[src/rtl/mips_isa_pkg.sv]
// MIPS opcode/funct map, op_sel encoding and field positions shared by the
// instruction encoder and the core's decoder.
package mips_isa_pkg;

  localparam int unsigned OPC_LSB   = 26;
  localparam int unsigned RS_LSB    = 21;
  localparam int unsigned RT_LSB    = 16;
  localparam int unsigned RD_LSB    = 11;
  localparam int unsigned SHAMT_LSB = 6;

  localparam logic [5:0] OPC_SPECIAL = 6'h00;
  localparam logic [5:0] OPC_J       = 6'h02;
  localparam logic [5:0] OPC_JAL     = 6'h03;
  localparam logic [5:0] OPC_BEQ     = 6'h04;
  localparam logic [5:0] OPC_BNE     = 6'h05;
  localparam logic [5:0] OPC_ADDI    = 6'h08;
  localparam logic [5:0] OPC_SLTI    = 6'h0A;
  localparam logic [5:0] OPC_ANDI    = 6'h0C;
  localparam logic [5:0] OPC_ORI     = 6'h0D;
  localparam logic [5:0] OPC_LUI     = 6'h0F;
  localparam logic [5:0] OPC_LW      = 6'h23;
  localparam logic [5:0] OPC_SW      = 6'h2B;

  localparam logic [5:0] FUNCT_SLL  = 6'h00;
  localparam logic [5:0] FUNCT_JR   = 6'h08;
  localparam logic [5:0] FUNCT_MFLO = 6'h12;
  localparam logic [5:0] FUNCT_MULT = 6'h18;
  localparam logic [5:0] FUNCT_ADD  = 6'h20;
  localparam logic [5:0] FUNCT_OR   = 6'h25;

  typedef enum logic [4:0] {
    OP_SLL, OP_JR, OP_MFLO, OP_MULT, OP_ADD, OP_OR, OP_J, OP_JAL, OP_BEQ,
    OP_BNE, OP_ADDI, OP_SLTI, OP_ANDI, OP_ORI, OP_LUI, OP_LW, OP_SW
  } op_sel_e;

  function automatic logic [31:0] r_word(input logic [5:0] funct, input logic [4:0] rs,
                                         input logic [4:0] rt, input logic [4:0] rd,
                                         input logic [4:0] shamt);
    return (32'(OPC_SPECIAL) << OPC_LSB) | (32'(rs) << RS_LSB) | (32'(rt) << RT_LSB) |
           (32'(rd) << RD_LSB) | (32'(shamt) << SHAMT_LSB) | 32'(funct);
  endfunction

  function automatic logic [31:0] i_word(input logic [5:0] opc, input logic [4:0] rs,
                                         input logic [4:0] rt, input logic [15:0] imm);
    return (32'(opc) << OPC_LSB) | (32'(rs) << RS_LSB) | (32'(rt) << RT_LSB) | 32'(imm);
  endfunction

  function automatic logic [31:0] j_word(input logic [5:0] opc, input logic [25:0] target);
    return (32'(opc) << OPC_LSB) | 32'(target);
  endfunction

endpackage

[src/rtl/mips_word_packer.sv]
// Combinational op_sel + field to 32-bit MIPS word mapping; unused fields are
// forced to zero and op_sel values outside the subset clear 'supported'.
module mips_word_packer
  import mips_isa_pkg::*;
(
  input  logic [4:0]  op_sel,
  input  logic [4:0]  rs,
  input  logic [4:0]  rt,
  input  logic [4:0]  rd,
  input  logic [4:0]  shamt,
  input  logic [15:0] imm,
  input  logic [25:0] target,
  output logic [31:0] word,
  output logic        supported
);

  always_comb begin
    word      = '0;
    supported = 1'b1;
    case (op_sel)
      OP_SLL:  word = r_word(FUNCT_SLL,  5'd0, rt,   rd,   shamt);
      OP_JR:   word = r_word(FUNCT_JR,   rs,   5'd0, 5'd0, 5'd0);
      OP_MFLO: word = r_word(FUNCT_MFLO, 5'd0, 5'd0, rd,   5'd0);
      OP_MULT: word = r_word(FUNCT_MULT, rs,   rt,   5'd0, 5'd0);
      OP_ADD:  word = r_word(FUNCT_ADD,  rs,   rt,   rd,   5'd0);
      OP_OR:   word = r_word(FUNCT_OR,   rs,   rt,   rd,   5'd0);
      OP_J:    word = j_word(OPC_J,   target);
      OP_JAL:  word = j_word(OPC_JAL, target);
      OP_BEQ:  word = i_word(OPC_BEQ,  rs, rt, imm);
      OP_BNE:  word = i_word(OPC_BNE,  rs, rt, imm);
      OP_ADDI: word = i_word(OPC_ADDI, rs, rt, imm);
      OP_SLTI: word = i_word(OPC_SLTI, rs, rt, imm);
      OP_ANDI: word = i_word(OPC_ANDI, rs, rt, imm);
      OP_ORI:  word = i_word(OPC_ORI,  rs, rt, imm);
      OP_LUI:  word = i_word(OPC_LUI,  5'd0, rt, imm);
      OP_LW:   word = i_word(OPC_LW,   rs, rt, imm);
      OP_SW:   word = i_word(OPC_SW,   rs, rt, imm);
      default: supported = 1'b0;
    endcase
  end

endmodule

[src/rtl/mips_instr_encoder.sv]
// Sequential instruction-memory writer: accepts symbolic requests, writes
// encoded words at an incrementing address. MIPS_INSTR_ENCODER_READBACK_EN adds read-verify.
module mips_instr_encoder #(
  parameter int unsigned ADDR_WIDTH = 8,
  parameter int unsigned BASE_ADDR  = 0
) (
  input  logic                  clk,
  input  logic                  reset,
  input  logic                  clear,
  input  logic                  in_valid,
  output logic                  in_ready,
  input  logic [4:0]            op_sel,
  input  logic [4:0]            rs,
  input  logic [4:0]            rt,
  input  logic [4:0]            rd,
  input  logic [4:0]            shamt,
  input  logic [15:0]           imm,
  input  logic [25:0]           target,
  output logic                  mem_we,
  output logic [ADDR_WIDTH-1:0] mem_addr,
  output logic [31:0]           mem_wdata,
  input  logic                  mem_ready,
`ifdef MIPS_INSTR_ENCODER_READBACK_EN
  output logic                  mem_re,
  input  logic [31:0]           mem_rdata,
  output logic                  verify_err,
`endif
  output logic [ADDR_WIDTH:0]   instr_count,
  output logic                  prog_full,
  output logic                  err_unsupported
);

  localparam logic [1:0] ST_IDLE  = 2'd0;
  localparam logic [1:0] ST_WRITE = 2'd1;
`ifdef MIPS_INSTR_ENCODER_READBACK_EN
  localparam logic [1:0] ST_READ  = 2'd2;
  localparam logic [1:0] ST_CHECK = 2'd3;
`endif

  localparam logic [ADDR_WIDTH-1:0] BASE = ADDR_WIDTH'(BASE_ADDR);
  localparam logic [ADDR_WIDTH-1:0] LAST = '1;

  logic [1:0]            state_q, state_d;
  logic [ADDR_WIDTH-1:0] addr_q, addr_d;
  logic [31:0]           word_q, word_d;
  logic [ADDR_WIDTH:0]   count_q, count_d;
  logic                  full_q, full_d;
  logic                  err_q, err_d;
  logic                  advance;
  logic [31:0]           pk_word;
  logic                  pk_supported;
`ifdef MIPS_INSTR_ENCODER_READBACK_EN
  logic                  verr_q, verr_d;
`endif

  mips_word_packer u_packer (
    .op_sel    (op_sel),
    .rs        (rs),
    .rt        (rt),
    .rd        (rd),
    .shamt     (shamt),
    .imm       (imm),
    .target    (target),
    .word      (pk_word),
    .supported (pk_supported)
  );

  assign in_ready        = (state_q == ST_IDLE) && !full_q;
  assign mem_we          = (state_q == ST_WRITE);
  assign mem_addr        = addr_q;
  assign mem_wdata       = word_q;
  assign instr_count     = count_q;
  assign prog_full       = full_q;
  assign err_unsupported = err_q;
`ifdef MIPS_INSTR_ENCODER_READBACK_EN
  assign mem_re          = (state_q == ST_READ);
  assign verify_err      = verr_q;
`endif

  always_comb begin
    state_d = state_q;
    addr_d  = addr_q;
    word_d  = word_q;
    count_d = count_q;
    full_d  = full_q;
    err_d   = 1'b0;
    advance = 1'b0;
`ifdef MIPS_INSTR_ENCODER_READBACK_EN
    verr_d  = verr_q;
`endif
    if (clear) begin
      state_d = ST_IDLE;
      addr_d  = BASE;
      count_d = '0;
      full_d  = 1'b0;
`ifdef MIPS_INSTR_ENCODER_READBACK_EN
      verr_d  = 1'b0;
`endif
    end else begin
      case (state_q)
        ST_IDLE: begin
          if (in_valid && in_ready) begin
            if (pk_supported) begin
              word_d  = pk_word;
              state_d = ST_WRITE;
            end else begin
              err_d = 1'b1;
            end
          end
        end
        ST_WRITE: begin
          if (mem_ready) begin
`ifdef MIPS_INSTR_ENCODER_READBACK_EN
            state_d = ST_READ;
`else
            advance = 1'b1;
            state_d = ST_IDLE;
`endif
          end
        end
`ifdef MIPS_INSTR_ENCODER_READBACK_EN
        ST_READ:  state_d = ST_CHECK;
        ST_CHECK: begin
          if (mem_rdata != word_q) verr_d = 1'b1;
          advance = 1'b1;
          state_d = ST_IDLE;
        end
`endif
        default: state_d = ST_IDLE;
      endcase
      // The pointer saturates on the last address; prog_full then blocks accepts.
      if (advance) begin
        count_d = count_q + 1'b1;
        if (addr_q == LAST) full_d = 1'b1;
        else                addr_d = addr_q + 1'b1;
      end
    end
  end

  always_ff @(posedge clk or negedge reset) begin
    if (!reset) begin
      state_q <= ST_IDLE;
      addr_q  <= BASE;
      word_q  <= '0;
      count_q <= '0;
      full_q  <= 1'b0;
      err_q   <= 1'b0;
`ifdef MIPS_INSTR_ENCODER_READBACK_EN
      verr_q  <= 1'b0;
`endif
    end else begin
      state_q <= state_d;
      addr_q  <= addr_d;
      word_q  <= word_d;
      count_q <= count_d;
      full_q  <= full_d;
      err_q   <= err_d;
`ifdef MIPS_INSTR_ENCODER_READBACK_EN
      verr_q  <= verr_d;
`endif
    end
  end

endmodule

[config.mk]
export PLATFORM = sky130hd
export DESIGN_NAME = mips_instr_encoder
export DESIGN_NICKNAME = d
export VERILOG_FILES = /design/src/rtl/mips_isa_pkg.sv /design/src/rtl/mips_word_packer.sv /design/src/rtl/mips_instr_encoder.sv
export SDC_FILE = /design/constraint.sdc
export NUM_CORES = 1
export LEC_CHECK = 0
export ABC_AREA = 1
export CORE_MARGIN = 10
export CORE_UTILIZATION = 39
export DETAILED_ROUTE_END_ITERATION = 10
export GPL_TIMING_DRIVEN = 0
export PLACE_DENSITY = 0.76
export SYNTH_ARGS = -nofsm -noshare
export SYNTH_HDL_FRONTEND = slang
export SYNTH_SLANG_ARGS = --single-unit
[constraint.sdc]
create_clock -name clk -period 1.9 [get_ports clk]
set_input_delay 0.38 -clock clk [delete_from_list [all_inputs] [get_ports clk]]
set_output_delay 0.38 -clock clk [all_outputs]
set_load 0.01 [all_outputs]
## Word level (Yosys, flattened, before mapping)

Cells that the tools add are included.

- Flip-flop bits (word level): 53

- Add/subtract/negate cells: 2
- Equal/unequal tests: 22
- Mux-type cells: 22
- Bitwise gates (word level): 22
- Reductions and logical operators: 12

Operator list:

| operator | number |
|---|---|
| $pmux W32 S17 | 1 |
| $or A32 B16 Y32 | 8 |
| $or A30 B21 Y30 | 4 |
| $or A32 B21 Y32 | 2 |
| $or A30 B16 Y30 | 2 |
| $or A29 B21 Y29 | 2 |
| $eq A5 B4 Y1 const B | 8 |
| $or A32 B11 Y32 | 1 |
| $or A26 B21 Y26 | 1 |
| $mux W8 | 3 |
| $or A21 B16 Y21 | 1 |
| $eq A5 B3 Y1 const B | 4 |
| $mux W9 | 2 |
| $reduce_or A17 Y1 | 1 |
| $mux W1 | 11 |
| $eq A5 B2 Y1 const B | 2 |
| $add A9 B1 Y9 const B | 1 |
| $add A8 B1 Y8 const B | 1 |
| $eq A8 B8 Y1 const B | 1 |
| $mux W2 | 4 |
| $ne A3 B2 Y1 const B | 2 |
| $eq A5 B1 Y1 const B | 1 |
| $eq A5 B5 Y1 const B | 1 |
| $logic_not A5 Y1 | 1 |
| other kinds (12) | 15 |

## Depth between registers and ports, before layout

Gate-level depths: netlist of the first run.

- Depth in word-level cells: 7
- Depth in mapped cells: 13
- Gate-level depth less buffers: 11

## Modules after synthesis

From an unflattened synthesis of the first run, not the netlist that was laid out.

- Cells, all modules: 592
- Area total of the unflattened synthesis: 3781.1 um^2

By module, submodules not included:

| module | instances | cells an instance | area each (um^2) | sequential area each (um^2) |
|---|---|---|---|---|
| mips_instr_encoder | 1 | 279 | 2427.3 | 1301.2 |
| mips_word_packer | 1 | 313 | 1353.8 | 0.0 |

## Worst setup path before layout of the first run

No wires, ideal clock.

- Path type: flip-flop to flip-flop
- Start: register state_q[0]
- End: register word_q[2], in the netlist mem_wdata[2]
- Library setup time: 117 ps
- Data arrival time: 1482 ps
- Setup slack: 301 ps
- Cell stages (with the launch flop): 8
- Path buffers: 1
- Period minus slack after synthesis: 1599 ps
- Cells stage by stage: dfrtp_1 -> nor2_1 -> nand3_1 -> nor2_4 -> inv_2 -> buf_2 -> nand2_1 -> nand2_1

- Longest elaborated chain between the ends: 4

Ends and longest elaborated chain:

| what | line | text |
|---|---|---|
| from (decl) | mips_instr_encoder.sv:43 | `logic [1:0] state_q, state_d;` |
| from (signal assigned) | mips_instr_encoder.sv:152 | `state_q <= state_d;` |
| $logic_not A2 Y1 | mips_instr_encoder.sv:68 | `assign in_ready = (state_q == ST_IDLE) && !full_q;` |
| $logic_and A1 B1 Y1 | mips_instr_encoder.sv:68 |  |
| via in_ready | mips_instr_encoder.sv:11 | `output logic in_ready,` |
| $logic_and A1 B1 Y1 | mips_instr_encoder.sv:102 | `if (in_valid && in_ready) begin` |
| $reduce_and A4 Y1 (no source line) | n/a |  |
| to (signal assigned) | mips_instr_encoder.sv:154 | `word_q <= word_d;` |
| to (decl) | mips_instr_encoder.sv:45 | `logic [31:0] word_q, word_d;` |

The timed path passes the listed nets, and every way through them passes these cells.
A chain may end at the register's enable or synchronous reset.

## Worst setup path in the final report of the first run

- Start: input mem_ready
- End: register count_q[7], in the netlist instr_count[7]

- Longest elaborated chain between the ends: 4

Ends and longest elaborated chain:

| what | line | text |
|---|---|---|
| from (decl) | mips_instr_encoder.sv:22 | `input logic mem_ready,` |
| $mux W1 | mips_instr_encoder.sv:112 | `if (mem_ready) begin` |
| $mux W1 | mips_instr_encoder.sv:100 | `case (state_q)` |
| $mux W1 | mips_instr_encoder.sv:91 | `if (clear) begin` |
| $reduce_bool A2 Y1 (no source line) | n/a |  |
| to (signal assigned) | mips_instr_encoder.sv:155 | `count_q <= count_d;` |
| to (decl) | mips_instr_encoder.sv:46 | `logic [ADDR_WIDTH:0] count_q, count_d;` |

No other way between the ends. The select of a mux whose other input is x is not followed.

==> summary by stage, run 1 <==
Layout
The layout overhead on the synthesized area is 41.9%. The count of nets after finishing is 791. Cells fill 56.5% of the core in the end. The repair_antennas step left the layout with diodes totalling 0. The post-route netlist has 8.22% of its cells at a drive strength greater than 1. The filler cells instantiated in the layout total 851. The post-layout instance area is 5170 µm².

Critical path
The worst setup path is launched from a primary input. For the worst setup path, the data required time is 2.12 ns. The register-to-register setup slack is 0.25 ns.

Data on the critical path arrives at its endpoint at 1.97 ns. The highest cell delay on the worst timing path is 0.50 ns. The kind of cell adding the most delay to the critical path is simple AND/OR/NAND/NOR gates. The slowest stage of the critical path belongs to the cell clkdlybuf4s50_1.

The maximum fanout encountered on the critical timing path is 6. Traced cell by cell, the critical path runs through clkdlybuf4s50_1, nand2_1, nor3_1, nand3_1, nor2_1, nand2_1, o21ai_0, nor2_1. The number of buffers and inverters on the critical path is 1. The critical path class is primary input to flop. The nature of the critical path endpoint is a flop.

Floorplanning
The core region is 9150 µm². In this run the count of I/O pins placed on the die edge is 125. The die is 117 µm wide. The floorplan step defined a die boundary enclosing 13600 µm². The floorplan step set the die height to 117 µm.

The effective utilization at floorplan is 39.8%. The number of placement rows is 35.

Clock tree
For this design, the sink count on the clock tree is 51. The H-tree generated during clock tree synthesis spans 2 levels. No sink is reached through more buffers than the 2 on the longest clock path. TritonCTS built the clock tree. The root buffer cell chosen for the clock tree is clkbuf_8. The insertion delay to the later sink of the worst-skew pair is 0.32 ns.

TritonCTS created 5 clock buffers. The post-CTS clock slew at the launch and capture registers of the worst setup and hold paths is 0.11 ns.

GRT
The initial antenna violation count was 0. The via count of the first global-routing pass is 3868. The global routing usage summed across all routing layers is 16.6%.

For this run the aggregate overflow at the end of global routing stands at 0. The wire length of the first global-routing pass is 18400 µm. Entering global routing, the biggest net connects 36 pins.

Timing
In the post-route analysis, the smallest setup slack over all paths is 0.150 ns. The fmax is 571 MHz. The post-layout minimum cycle time is 1.75 ns. The number of slew-limit violations in the final report came to 0. The clock skew after layout is 0.0117 ns. The setup violation total in the final timing report is 0. Hold timing on the final database bottoms out at a slack of 0.417 ns. In the finished design, the share of the clock period the worst path needs comes to 92.1%. The final count of hold timing violations is 0.

Setup repair after global routing left no endpoint under its margin.

Synthesis
The post-synthesis net count is 657. The number of flops mapped to enable cells by yosys is 0. The portion of synthesized cell area occupied by the leading cell type is 35.0%. After synthesis, flip-flops and latches occupy 35.0% of the total area. The cell accounting for the most synthesized area is dfrtp_1.

Synthesis produced a netlist whose cell count is 583. By area the synthesized netlist is led by dfrtp_1 35%, nand2_1 26%, inv_1 6.7%. Each instance of the synthesized netlist takes up on average 6.26 µm². Sorting the synthesized cells by how often they occur yields 257 x nand2_1, 65 x inv_1, 52 x nor2_1, 51 x dfrtp_1, 41 x nand3_1. Yosys printed 0 warnings. Among all flip-flop cells after synthesis, the most frequent one is dfrtp_1. The post-synth design cell area is 3650 µm². The number of synthesized register bits is 51.

The post-synthesis cell type count is 34. The async set-or-reset flop fraction in the synthesized netlist is 100%. By instance count, the leading cell after synthesis is nand2_1.

Place
The post-placement worst setup slack is -0.449 ns. The final RePlAce weighted congestion is 0.895. The placed instance area is 4990 µm². The count of buffers from port buffering is 119. The placed wire-length estimate after detailed placement is 9420 µm.

Job
Across the run, the number of max-cap violations was 0.

Routing
The wire length per cell after detailed routing is 14.3 µm. The antenna violation net count after detailed routing is 0. The detailed-routing iteration count for the pre-antenna-repair pass is 4. The number of vias per cell is 4.91. The detailed router finished its first iteration with 237 violations.

The sum of routed wire length over all layers is 11900 µm. The total number of vias is 4072. In the routed design, unresolved DRC markers number 0.

Power
For this design the ratio of total power to cell area is 560 nW/µm². The total chip power is 2900 µW. The static leakage power is 0.00269 µW. The maximum vdd drop is 300 µV.

Run status
The flow ran to the end, and the final reports show no timing, DRC or antenna violations.

Hold path
In this run the worst hold path is classified as primary input to flop.
[per-stage QoR]
| step | cells | TNS [ns] |
|---|---|---|
| floorplan | 583 | 0 |
| global placement | 813 | -67.83 |
| detailed placement | 814 | -13.80 |
| CTS | 823 | 0 |
| global route | 829 | 0 |
| finish | 829 | 0 |
[final cells by class]
class,instances,area (µm²),share of cell area (%)
clock inverters,3,28.8,0.556
well taps,111,139,2.68
multi-input cells,440,2000,38.7
inverters,72,273,5.27
flip-flops and latches,51,1280,24.7
repair buffers,126,1260,24.4
clock buffers,5,68.8,1.33
plain buffers,21,123,2.37
[logic make-up (layout without fill, tap and decap cells)]
group	after synthesis	after routing	synth area share [%]
AND/OR/NAND/NOR	385	386	44.5
buffers and inverters	93	227	10.8
flip-flops	51	51	35.0
AO/OA/AOI/OAI	48	48	8.23
XOR/XNOR	3	3	0.721
adder cells (fa/ha/maj)	2	2	0.686
other	1	1	0.103
[flip-flops by register name (all words and copies together), names as in the netlist]
signal           flops
mem_wdata           31
instr_count          9
mem_addr             8
err_unsupported      1
prog_full            1
state_q              1
[where the power goes]
group	internal [µW]	leakage, µW	switching [µW]	total, µW
registers	1200	0.000688	78.5	1280
clock network	274	0.0000502	414	688
logic	477	0.00195	449	926
total	1960	0.00269	942	2900
[worst reg2reg max path, cell delays in order, from the launching register on]
cell and delay, ns:
dfrtp_1 0.41, ha_1 0.21, nand2_1 0.11, nor4_2 0.33, o21ai_1 0.21, inv_1 0.19
nand2_1 0.08, nand2_1 0.06
[cells in the final DEF, fill, tap and decap left out, types with 2 or more instances in the layout]
master,instances
a211oi_1,2
a21boi_1,4
a21oi_1,12
a32oi_1,5
buf_2,8
buf_4,10
buf_6,2
clkbuf_1,6
clkbuf_8,5
clkdlybuf4s50_1,115
clkinv_4,2
dfrtp_1,50
dlymetal6s2s_1,3
ha_1,2
inv_1,64
inv_2,7
nand2_1,257
nand3_1,40
nand4_1,11
nor2_1,50
nor2_2,7
nor2_4,5
nor3_1,9
o21ai_0,15
o21ai_1,7
xor2_1,2
[worst paths after layout]
path                                                from                          to  depth (start not counted)
worst max-delay path                           mem_ready  instr_count[7]$_DFFE_PN0P_                          8
worst min-delay path                               clear       prog_full$_DFFE_PN0P_                          2
worst max register to register   mem_addr[1]$_DFFE_PN0P_     mem_addr[4]$_DFFE_PN0P_                          7
worst min register to register  mem_wdata[0]$_DFFE_PN0P_    mem_wdata[0]$_DFFE_PN0P_                          2
max in group asynchronous                          reset     mem_addr[4]$_DFFE_PN0P_                          3
min in group asynchronous                          reset   mem_wdata[10]$_DFFE_PN0P_                          2
[metal layers]
metal	vias to the layer above	GRT usage [%]	share of wire, %
li1	2078	-	-
met4	0	3.95	1.3
met5	-	0	0
met3	13	2.47	5.5
met1	1866	19.4	42
met2	115	30.7	51
[timing repair]
item | CTS | global route
buffers inserted | 0 | 5
cloned | 0 | 1
setup endpoints to repair | 31 | 40
pin swaps | 0 | 1
hold buffers | 1 | 0
hold endpoints to repair | 7 | 0
gates resized for setup | 4 | 9
No activity file was read; power rests on OpenSTA's default activity.
==> run 2, diff against run 1 <==
PLACE_DENSITY = 0.79   (was 0.76)
clock period = 1.46 ns   (was 1.9 ns; I/O delays follow)
==> summary by stage, run 2 (synthesized netlist as in run 1, its figures left out) <==
Power
The fraction of power spent switching nets is 34.2%. Registers are responsible for 44.0% of the overall power. The internal power is 2510 µW. Per report_power, the clock group accounts for 23.6% of the total.

The net load switching power is 1300 µW. The static leakage power is 0.00313 µW. The maximum vdd drop is 390 µV. Per report_power, the combinational group accounts for 32.4% of the total. The ratio of total power to cell area is 684 nW/µm².

Place
Timing analysis after detailed placement gives a worst setup slack of -0.724 ns. Counting tap cells, the placed design contains a total of 814 instances. The placed wire-length estimate after detailed placement is 9870 µm. The congestion estimate from routability-driven global placement came to 0.899.

Buffers placed on the I/O ports in this run total 119.

Layout
The register with the most flip-flops in the layout has 31 of them. The layout overhead on the synthesized area is 52.6%. The repair_antennas step left the layout with diodes totalling 0.

Counting the fill cells in the layout gives 820. Leaving out fill and tap cells, the most frequent cell in the layout is nand2_1. In the final layout, flip-flops and latches occupy 1280 µm².

The post-route netlist has 17.3% of its cells at a drive strength greater than 1. The final standard cell count with taps included and fillers excluded is 856. The top cell types in the final layout, fill and taps aside, are 237 x nand2_1, 63 x clkdlybuf4s50_1, 61 x inv_1, 51 x dfrtp_1, 49 x dlygate4sd2_1. The area of the multi-input gates is 2190 µm². The count of nets after finishing is 818.

Critical path
For the worst setup path, the data arrival time is 1.77 ns. The worst flop-to-flop path startpoint is mem_addr[1]$_DFFE_PN0P_. The worst register-to-register path ends at mem_addr[4]$_DFFE_PN0P_. The register-to-register setup slack is -0.05 ns. The critical path's slowest cell is dfrtp_1.

The type of origin of the critical path is a flop. The most used cell along the critical path is nand2_1. The count of buffering cells on the critical path with inverters included is 2. The highest cell delay on the worst timing path is 0.44 ns. STA puts the critical path data required time at 1.72 ns. The kind of cell adding the most delay to the critical path is flip-flops. The worst reg2reg path depth is 8. The critical path class is flop to flop. Along the worst path, the maximum fanout reaches 6. The signal on the critical path passes through ha_4, nand2_4, nor4_4, buf_4, o21ai_4, inv_2, nand2_1, nand2_1. The nature of the critical path endpoint is a flop.

Routing
The detailed-routing iteration count for the pre-antenna-repair pass is 5. The antenna violation net count after detailed routing is 0. The detailed router finished its first iteration with 328 violations.

Dividing the detail-routed via count by the number of cells gives 5.07. In the routed design, unresolved DRC markers number 0. The final layout contains routed wiring with a total length of 13100 µm. After detailed routing, the average wire length per cell comes to 15.3 µm.

Across all layers, the routed design uses 4340 vias.

Timing
The final hold slack is 0.336 ns. The clock skew after layout is 0.0144 ns. Setup violations remaining at the end of the flow were counted as 6. The final worst setup slack is -0.0489 ns.

The final count of hold timing violations came to 0. The post-layout minimum cycle time is 1.51 ns. The fmax is 663 MHz. The worst path uses 103% of the clock period. Setup repair after global routing could not meet its margin everywhere. The number of slew-limit violations in the final report was 0.

GRT
The via count of the first global-routing pass is 4228. The initial antenna violation count is 0. For this run the aggregate overflow at the end of global routing stands at 0. In the global route stage, overall resource usage came out at 18.4%. The wire length of the first global-routing pass is 20200 µm. Entering global routing, the biggest net connects 36 pins.

Clock tree
The root buffer cell chosen for the clock tree is clkbuf_8. TritonCTS built the clock tree. The insertion delay to the later sink of the worst-skew pair is 0.32 ns.

The maximum buffer depth of the clock tree is 2. The post-CTS clock slew at the launch and capture registers of the worst setup and hold paths is 0.11 ns. CTS saw 51 sinks.

The maximum level of the CTS H-tree is 2. The number of clock buffers added by TritonCTS is 5.

Job
Across the run, the number of max-cap violations was 0.

Hold path
The hold path depth is 2. The class of the tightest hold or removal check is primary input to flop. The path with the worst hold slack has its endpoint at state_q[0]$_DFFE_PN0P_. The hold path startpoint is mem_ready.

Run status
The flow ran to the end, but the final reports show violations. The checks that failed: negative setup slack.

Floorplanning
For this configuration, the core starts out at a cell density of 39.8%. Measured along the y axis, the die boundary spans 117 µm. The die covers 13600 µm². The core region is 9150 µm². For this design the top-level I/O count stands at 125.

The floorplan has 35 rows. The width of the chip is 117 µm.
==> run 2: layout make-up <==
cell class | instances | share of cell area (%)
inverter | 72 | 4.99
tap | 111 | 2.50
sequential | 51 | 22.9
clock buffer | 5 | 1.24
clock inverter | 3 | 0.517
buffer | 21 | 3.01
timing repair buffer | 154 | 25.5
multi-input combinational | 439 | 39.3
==> run 2: per-layer routing <==
metal  share of wire (%)  wire length, µm  vias to the layer above  global-route usage (%)
met1                  39             5160                     2016                    20.5
met3                 5.9              775                       28                    2.88
met2                  52             6830                      155                    34.3
met4                 2.4              315                        0                    6.84
met5                   0                0                        -                       0
li1                    -                -                     2141                       -
==> run 2: repair_timing <==
item | in CTS | in global routing
pin swaps | 10 | 26
gates cloned | 0 | 1
hold endpoints to repair | 16 | 0
hold buffers | 1 | 0
resized for setup | 72 | 75
setup endpoints to repair | 97 | 47
buffers inserted | 21 | 11
==> run 2: worst max-delay path by stage <==
| stage | start | endpoint | cells past startpoint |
|---|---|---|---|
| after global routing | mem_addr[1]$_DFFE_PN0P_ | mem_addr[4]$_DFFE_PN0P_ | 8 |
| final | mem_addr[1]$_DFFE_PN0P_ | mem_addr[4]$_DFFE_PN0P_ | 8 |
| after CTS | mem_ready | mem_addr[5]$_DFFE_PN0P_ | 8 |
| after global placement | reset | mem_wdata[24]$_DFFE_PN0P_ | 1 |
| after floorplan | op_sel[2] | mem_wdata[10]$_DFFE_PN0P_ | 12 |
| after detailed placement | clear | mem_wdata[8]$_DFFE_PN0P_ | 8 |
==> run 2: power groups by stage <==
stage	combinational, µW	clock (µW)	sequential (µW)
4_1_cts	1140	912	1660
3_3_place_gp	1180	0	1690
3_5_place_dp	1210	0	1700
6_report	1230	899	1680
2_1_floorplan	440	0	1760
5_1_grt	1350	979	1690
==> run 2: metrics by stage <==
step / util (%) / setup TNS [ns] / total power (µW) / instance area, µm²
2_1_floorplan: - / 0 / 2200 / 3670
5_1_grt: 60.8 / -2.03 / 4030 / 5570
3_3_place_gp: 54.6 / -97.88 / 2870 / 5000
4_1_cts: 57.5 / -0.0247 / 3710 / 5260
3_5_place_dp: 54.8 / -28.06 / 2910 / 5010
6_report: 60.8 / -0.212 / 3810 / 5570
==> run 3, diff against run 2 <==
GPL_TIMING_DRIVEN = not set   (was 0)
SLEW_MARGIN = 5   (was not set)
clock period = 1.25 ns   (was 1.46 ns; I/O delays follow)
==> summary by stage, run 3 (synthesized netlist as in run 1, its figures left out) <==
Routing
The detailed-routing iteration count for the pre-antenna-repair pass is 5. After detailed routing, the number of vias per cell comes to 5.03. The total number of vias is 4758.

The wire length on met1 is 5970 µm. The highest layer used for signal routing is met4. The count of nets left with antenna violations once routing finished came out at 0. The wire length per cell after detailed routing is 16.0 µm. The routed design uses 685 µm of met3 wire. The detailed router finished its first iteration with 242 violations. The final layout contains routed wiring with a total length of 15100 µm. The sum of met2 wire segment lengths after detailed routing is 8080 µm. In the routed design, unresolved DRC markers number 0.

Place
The congestion estimate from routability-driven global placement came to 0.892. The cell count after placement is 888. Buffers placed on the I/O ports in this run total 123. The placed instance area is 5760 µm².

Detailed placement ended at an HPWL of 10500 µm.

Power
IR analysis of the VDD net gives a maximum drop of 637 µV. The static leakage power is 0.00360 µW. The ratio of total power to cell area is 758 nW/µm². Overall power consumption after layout is estimated at 5060 µW. Summed over all nets, the switching power comes to 1610 µW. The fraction of power spent switching nets is 31.9%. The power share of the clock group is 25.1%. The proportion of power drawn by combinational gates is 36.2%. The fraction of power consumed by sequential logic is 38.7%. The internal power of the cells totals 3450 µW.

Critical path
The critical path in this run is classified as flop to output port. The kind of cell with the highest combined delay along the critical path is flip-flops. The nature of the critical path endpoint is an output port. The largest single stage delay on the critical path is 0.43 ns.

The data required time of the worst path is 1.00 ns. In this run the worst setup path begins at prog_full$_DFFE_PN0P_. STA puts the critical path data arrival time at 1.24 ns. By instance count, the cell type seen most on the critical path is buf_6. The worst register-to-register path begins at instr_count[0]$_DFFE_PN0P_. For this design, the slowest cell found on the critical path is dfrtp_1.

The critical path goes through buf_6, nor2_4, buf_6, buf_6. Of all nets on the critical path, the largest fanout is 2. Counting both buffers and inverters, the worst setup path holds a total of 3. The worst setup path is launched from a flop.

Layout
Cells fill 72.9% of the core in the end. The final standard cell count with taps included and fillers excluded is 946. The layout overhead on the synthesized area is 83.1%. The share of layout cells above drive strength 1 is 33.5%. The most common library cell in the layout ignoring fill and taps is nand2_1.

The flip-flop count of the largest register, all copies and words added is 31. The top cell types in the final layout, fill and taps aside, are 223 x nand2_1, 106 x buf_4, 64 x clkdlybuf4s50_1, 55 x inv_1, 50 x dfrtp_1. Summing all non-filler instances in the final layout gives an area of 6680 µm². The net count of the finished layout is 908. The count of inserted antenna diode cells is 0.

Timing
In the post-route analysis, the smallest setup slack over all paths is -0.239 ns. The number of slew-limit violations in the final report is 0. The final hold slack is 0.422 ns. The fmax is 672 MHz.

Dividing the final minimum period by the clock period gives 119%. The final count of hold timing violations was 0. Setup repair after global routing could not meet its margin everywhere. For the finished layout, the period the worst path requires is 1.49 ns. Setup violations remaining at the end of the flow were counted as 49. Clock skew on the completed layout was measured at 0.00713 ns.

Clock tree
The post-CTS clock slew at the launch and capture registers of the worst setup and hold paths is 0.10 ns. Counting every sink on the clock net gives 51. The number of buffers added by the clock tree synthesis step is 5. The clock tree from TritonCTS is done.

Counting along the longest clock path gives a buffer depth of 2. The buffer cell driving the clock tree root is clkbuf_8. The maximum level of the CTS H-tree is 2.

The insertion delay to the later sink of the worst-skew pair is 0.31 ns.

Floorplanning
The height of the die is 117 µm. The number of placement rows is 35. The full die area is 13600 µm².

The total I/O pin count is 125. The floorplan core area is 9150 µm². The effective utilization at floorplan is 39.8%.

In this run the horizontal extent of the chip is 117 µm.

Job
The max-capacitance violation count is 0.

GRT
The via count of the first global-routing pass came to 4785. In the global route stage, overall resource usage came out at 21.4%. The first global-routing pass estimated 23500 µm of wire.

The pin count of the biggest net entering global routing is 22. Global routing finished with a remaining overflow of 0. The initial antenna violation count is 0.

Hold path
The class of the tightest hold or removal check is primary input to async pin.

Run status
The checks that failed: negative setup slack. The run finished, with violations left.
run 3: cell types whose count changed in the layout (fill, tap and decap cells not counted), sizes merged:
cell,previous run,this run
dlygate4sd2,49,2
buf,48,154
clkdlybuf4s50,63,64
clkinv,3,0
clkdlybuf4s15,3,34
inv,72,73
bufinv,0,1
dlymetal6s2s,1,0
nand3,42,43
run 3: metrics by stage:
step	setup TNS, ns	worst slack [ns]
6_report	-7.58	-0.239
5_1_grt	-10.93	-0.313
4_1_cts	-4.72	-0.176
3_5_place_dp	-32.16	-0.856
3_3_place_gp	-31.66	-0.865
2_1_floorplan	-3.00	-0.0987
run 3: repair_timing:
item	in CTS	in global routing
setup buffers	33	18
hold endpoints to repair	10	0
hold buffers	1	0
setup endpoints to repair	100	93
pin swaps	31	14
gates cloned	5	0
resized for setup	195	92
run 3: power by group through the flow:
stage | clock network [µW] | registers [µW] | logic, µW
after floorplan | 0 | 2050 | 547
after global placement | 0 | 1970 | 1570
after detailed placement | 0 | 1980 | 1590
after CTS | 1280 | 1950 | 1710
after global routing | 1350 | 1980 | 1990
final | 1270 | 1960 | 1830
run 3: worst reg2reg max path: cells and delay by family (launching register included):
family,cells,cell delay [ns]
buffers and inverters,2,0.18
AND/OR/NAND/NOR,5,0.66
flip-flops,1,0.41
AO/OA/AOI/OAI,1,0.12
run 3: layout make-up:
type | instances | area, µm²
Fill cell | 666 | 2480
Timing Repair Buffer | 264 | 2450
Multi-Input combinational cell | 440 | 2400
Sequential cell | 51 | 1280
Inverter | 72 | 290
Tap cell | 111 | 139
Clock buffer | 6 | 82.6
Clock inverter | 2 | 38.8
run 3: worst paths after layout:
| path | to | slack (ns) | depth (start not counted) |
|---|---|---|---|
| min in group clk | mem_wdata[4]$_DFFE_PN0P_ | 0.49 | 2 |
| worst max-delay path | in_ready | -0.24 | 4 |
| worst min register to register | mem_wdata[4]$_DFFE_PN0P_ | 0.49 | 2 |
| max in group asynchronous | mem_wdata[13]$_DFFE_PN0P_ | 0.33 | 3 |
| worst min-delay path | mem_wdata[25]$_DFFE_PN0P_ | 0.42 | 2 |
| worst max register to register | instr_count[7]$_DFFE_PN0P_ | -0.22 | 8 |
run 3: routing by layer:
metal  global-route usage (%)  vias up
met5                        0        -
met1                     23.6     2250
li1                         -     2324
met4                     7.17        0
met3                     2.82       33
met2                     40.7      151
==> RTL change 1, RTL diff (config.mk and constraints of run 3) <==
Remove the register `err_q`: a continuous assignment takes its place, so the output `err_unsupported` follows one clock earlier.
--- a/src/rtl/mips_instr_encoder.sv
+++ b/src/rtl/mips_instr_encoder.sv
@@ -144,7 +144,6 @@
       word_q  <= '0;
       count_q <= '0;
       full_q  <= 1'b0;
-      err_q   <= 1'b0;
 `ifdef MIPS_INSTR_ENCODER_READBACK_EN
       verr_q  <= 1'b0;
 `endif
@@ -154,12 +153,13 @@
       word_q  <= word_d;
       count_q <= count_d;
       full_q  <= full_d;
-      err_q   <= err_d;
 `ifdef MIPS_INSTR_ENCODER_READBACK_EN
       verr_q  <= verr_d;
 `endif
     end
   end
 
+  assign err_q = err_d;
+
 endmodule
 
Check against the original RTL: not equivalent (a bounded check fails within 4 cycles, from zero or initial values and one cycle with reset low).
==> RTL change 1 against run 3 <==
The flow still finishes with violations (negative setup slack); combinational power is 8% lower; count of clock-buffer cells in the layout is 1 lower; routed wire length fell by 8.9%; area after synthesis fell by 0.69%; worst hold slack better by 0.040 ns; power down 9.2%; critical path depth is 3 higher; synthesized cell count decreased by 0.17%; cell area fell by 6.9%; cell count shrank 3.0%; highest routed layer unchanged; setup slack worse by 0.072 ns; clock power fell by 22%; sequential cell count shrank 1; via count shrank 2.6%.
==> RTL change 1: results (changes against run 3) <==
Run status
  • Outcome: finished, violations left
  • Failing checks: negative setup slack

Placed design
  • GP Congestion: 0.9156 (+2.7%)
  • Placed insts: 874 (-1.6%)
  • Cell Area, Placed: 5592 µm² (-3.0%)
  • DP HPWL: 10.12 mm (-4.0%)
  • Setup WS pre-CTS: -0.8943 ns (-0.03857 ns)

GRT
  • First-pass GRT wire length: 21.34 mm (-9.2%)
  • Largest net degree at the start of global routing: 51 (+130%)
  • Vias in the first global route: 4521 (-5.5%)
  • Total GRT Usage: 0.1915 (-0.02212)

Power and ir drop
  • Static Leak: 0.003328 µW (-7.4%)
  • Net Sw Power: 1540 µW (-4.5%)
  • Peak supply drop: 0.4839 mV (-24%)

Yosys
  • Xor/xnor cell area share of the yosys netlist: 0.007254 (+0.00004977)
  • Main area contributors after synthesis: dfrtp_1, nand2_1, inv_1, nand3_1, nor2_1
  • Compound-Gate Fraction of Synth Area: 0.08290 (+0.0005688)
  • Commonest cells post-synth: nand2_1, inv_1, nor2_1
  • Adder-cell area share of the yosys netlist: 0.006908 (+0.00004740)
  • Syn_nets: 656 (-0.15%)

Timing
  • Setup violators final: 51 (+4.1%)
  • Clock Skews: 0.01662 ns (+0.009490 ns)
  • Final WS setup: -0.3113 ns (-0.07245 ns)
  • Setup TNS: -11.60 ns (-4.025 ns)

Clock network
  • Post-CTS Setup Inserts: 17 (-48%)
  • Post-cts resize count: 151 (-23%)

Layout
  • Layout Cells excl Fill: 918 (-3.0%)
  • Share of layout cells above drive strength 1: 0.2751 (-0.06024)
  • Nets: 880 (-3.1%)

Routing
  • Total wire length: 13.77 mm (-8.9%)
  • Initial DRC Count: 330 (+36%)
  • Drt first pass iters: 4 (-1)

Worst setup path
  • Worst-path fanout max: 4 (+2)
  • Critical Path Source: mem_addr[1]
  • Worst EP arrival: 1.75 ns (+0.51 ns)
-- RTL change 1: changes by cell type in the layout (fill, tap and decap cells not counted), moves of 3 or more --
cell	change
inv_2	-3
o21ai_2	-4
nand2_1	+17
nand2_4	-3
nand3_2	+5
nand3_1	-4
nor2_1	+5
buf_6	-8
o21ai_1	+3
buf_4	-18
clkdlybuf4s15_1	+4
inv_1	+3
nor2_4	-3
nand2_2	-14
-- RTL change 1: path summary, 6_finish.rpt --
kind                                 end  slack [ns]  cells after the start
hold reg to reg            mem_wdata[11]        0.49                      2
min in group clk           mem_wdata[11]        0.49                      2
setup reg to reg             mem_addr[2]       -0.31                      7
hold / removal              mem_wdata[1]        0.46                      3
max in group asynchronous    mem_addr[2]        0.52                      3
setup / recovery             mem_addr[2]       -0.31                      7
-- RTL change 1: final cells by class --
class | instances | area, µm²
clock buffer | 5 | 68.82
multi-input combinational | 440 | 2277
clock inverter | 3 | 23.77
tap | 111 | 138.9
inverter | 72 | 287.8
sequential | 50 | 1254
timing repair buffer | 237 | 2168
fill | 720 | 2934
-- RTL change 1: power groups by stage --
stage          sequential, µW  clock, µW  combinational (µW)
2_1_floorplan            2020          0                 548
3_3_place_gp             1940          0                1520
3_5_place_dp             1950          0                1550
4_1_cts                  1910       1000                1540
5_1_grt                  1940       1100                1830
6_report                 1930        994                1680
-- RTL change 1: routing by layer --
metal / vias to the layer above / routed length (µm) / track usage
met1: 2196 / 5403 / 0.2215
li1: 2264 / - / -
met5: - / 0 / 0
met2: 141 / 7363 / 0.3594
met4: 0 / 392 / 0.05588
met3: 35 / 611 / 0.02157
-- RTL change 1: worst max-delay path, stage by stage (launching register included) --
cell and delay, ns:
dfrtp_1 0.43, ha_4 0.17, nand2_4 0.05, nor4_4 0.39, buf_4 0.20, nor2_4 0.04
nand4_1 0.08, nand2_1 0.06
==> RTL change 2, RTL diff (flow settings as in run 3) <==
Without the edit above. Build with the macro `MIPS_INSTR_ENCODER_READBACK_EN` defined.
--- a/src/rtl/mips_instr_encoder.sv
+++ b/src/rtl/mips_instr_encoder.sv
@@ -1,5 +1,7 @@
 // Sequential instruction-memory writer: accepts symbolic requests, writes
 // encoded words at an incrementing address. MIPS_INSTR_ENCODER_READBACK_EN adds read-verify.
+`define MIPS_INSTR_ENCODER_READBACK_EN
+
 module mips_instr_encoder #(
   parameter int unsigned ADDR_WIDTH = 8,
   parameter int unsigned BASE_ADDR  = 0
Interface: changed (added mem_rdata, mem_re and verify_err); port bits go from 125 to 159. No check against the original RTL was run, so the function may have changed too.
==> RTL change 2 against run 3 <==
The run still ends with negative setup slack left; cell area is 7.8% higher; clock skew is 0.0098 ns higher; die area is 1.0% higher; non-clock buffer count is 27 higher; fmax is 14% lower; area after synthesis is 1.2% higher; sequential cell count is 2 higher; setup slack worse by 0.25 ns; routed wire length is 18% higher; highest routed layer is now met5.
Power is not compared: it rests on default switching activity, and its combinational part moved more than twofold at a synthesized area within 25%.
==> RTL change 2: results (changes against run 3) <==
Timing
  • Final WS setup: -0.4882 ns (-0.2494 ns)
  • Setup violators final: 58 (+18%)

Placed design
  • Setup WS pre-CTS: -0.8129 ns (+0.04289 ns)
  • PortBufs: 157 (+28%)
  • DP HPWL: 11.38 mm (+8.1%)
  • GP Congestion: 0.9282 (+4.1%)

Yosys
  • Adder-cell area share of the yosys netlist: 0.02033 (+0.01347)
  • Sequential-to-total area share from yosys stat: 0.3592 (+0.009286)
  • Xor/xnor cell area share of the yosys netlist: 0.05693 (+0.04973)
  • Cells after Synth: 561 (-3.8%)
  • Commonest cells post-synth: nand2_1, nor2_1, inv_1
  • Distinct cells, synth: 32 (-5.9%)
  • Syn_nets: 671 (+2.1%)

Worst setup path
  • Worst R2R Path Depth: 13 (+5)
  • Worst-path fanout max: 7 (+5)
  • Worst EP arrival: 1.97 ns (+0.73 ns)

Routing
  • DR WL met3: 1.190 mm (+74%)
  • Initial DRC Count: 377 (+56%)
  • Total wire length: 17.91 mm (+18%)
  • WL met1: 6.811 mm (+14%)
  • Top routing layer in use: met5
  • Vias per cell: 5.147 (+2.3%)

GRT
  • Largest net degree at the start of global routing: 54 (+150%)
  • Grt met2 use: 0.3927 (-0.01454)
  • Met3 GRT Util: 0.05899 (+0.03074)
  • First-pass GRT wire length: 24.86 mm (+5.7%)
  • Vias in the first global route: 5085 (+6.3%)

Run status
  • Failing checks: negative setup slack
  • Outcome: finished, violations left

Clock network
  • Later-pin clock latency in the skew report: 0.33 ns (+0.02 ns)
RTL change 2: changes by cell type after synthesis, moves of 5 or more:
| cell | delta |
|---|---|
| a21oi_1 | +24 |
| a22oi_1 | +5 |
| a32oi_1 | -5 |
| clkbuf_1 | -6 |
| inv_1 | -8 |
| nand2_1 | -45 |
| nand3_1 | -18 |
| nor2_1 | +11 |
| nor3_1 | -5 |
| o21ai_0 | +8 |
| xnor2_1 | +23 |
RTL change 2: per-stage QoR:
step                      setup TNS (ns)  power, µW  hold WS, ns  instance area [µm²]
after detailed placement          -29.23       6553       0.2702                 5953
after global routing              -21.74      10100       0.3415                 7196
after CTS                         -15.10       8418       0.4541                 6633
after floorplan                   -12.30       4342     -0.04559                 3805
final                             -18.07       9604       0.3523                 7196
after global placement            -26.84       6412       0.2662                 5953
RTL change 2: critical path: stages, from the launching register on:
cell	delay, ns
dfrtp_1	0.41
inv_2	0.09
ha_4	0.14
inv_4	0.04
nor2_4	0.11
nand2_4	0.08
nor2_4	0.13
inv_2	0.06
nor2_4	0.10
buf_12	0.17
buf_8	0.13
nand3_4	0.08
nand2_2	0.08
inv_2	0.03
RTL change 2: how the worst max path moves through the flow:
| stage | start | end | slack [ns] | depth (start not counted) |
|---|---|---|---|---|
| 6_report | state_q[0] | mem_wdata[13] | -0.49 | 13 |
| 5_1_grt | state_q[1] | instr_count[7] | -0.62 | 10 |
| 4_1_cts | state_q[1] | mem_wdata[15] | -0.40 | 13 |
| 3_5_place_dp | op_sel[0] | mem_wdata[25] | -0.81 | 13 |
| 3_3_place_gp | op_sel[1] | mem_wdata[22] | -0.74 | 12 |
| 2_1_floorplan | state_q[0] | mem_wdata[1] | -0.39 | 12 |
RTL change 2: area by class of cell:
| cell class | instances | area share |
|---|---|---|
| Clock inverter | 3 | 0.006086 |
| Inverter | 62 | 0.03547 |
| Tap cell | 129 | 0.02243 |
| Multi-Input combinational cell | 433 | 0.3719 |
| Sequential cell | 53 | 0.1848 |
| Timing Repair Buffer | 291 | 0.3697 |
| Clock buffer | 5 | 0.009564 |
RTL change 2: cells by family after synthesis:
group | count (synthesis)
and+or+nand+nor | 329
buffers and inverters | 75
AOI/OAI and AO/OA | 73
DFF | 53
xor gates and xnor gates | 24
adders and majority gates | 6
other | 1
RTL change 2: repair_timing:
action,in CTS,in global routing
hold buffers,1,0
resized for setup,227,181
cloned,1,1
setup endpoints to repair,105,98
pin swaps,34,69
setup buffers,43,30
endpoints found under the hold margin,53,0
RTL change 2: where the power goes:
| group | switching [µW] | internal [µW] |
|---|---|---|
| clock | 657 | 603 |
| combinational | 2640 | 3060 |
| sequential | 459 | 2190 |
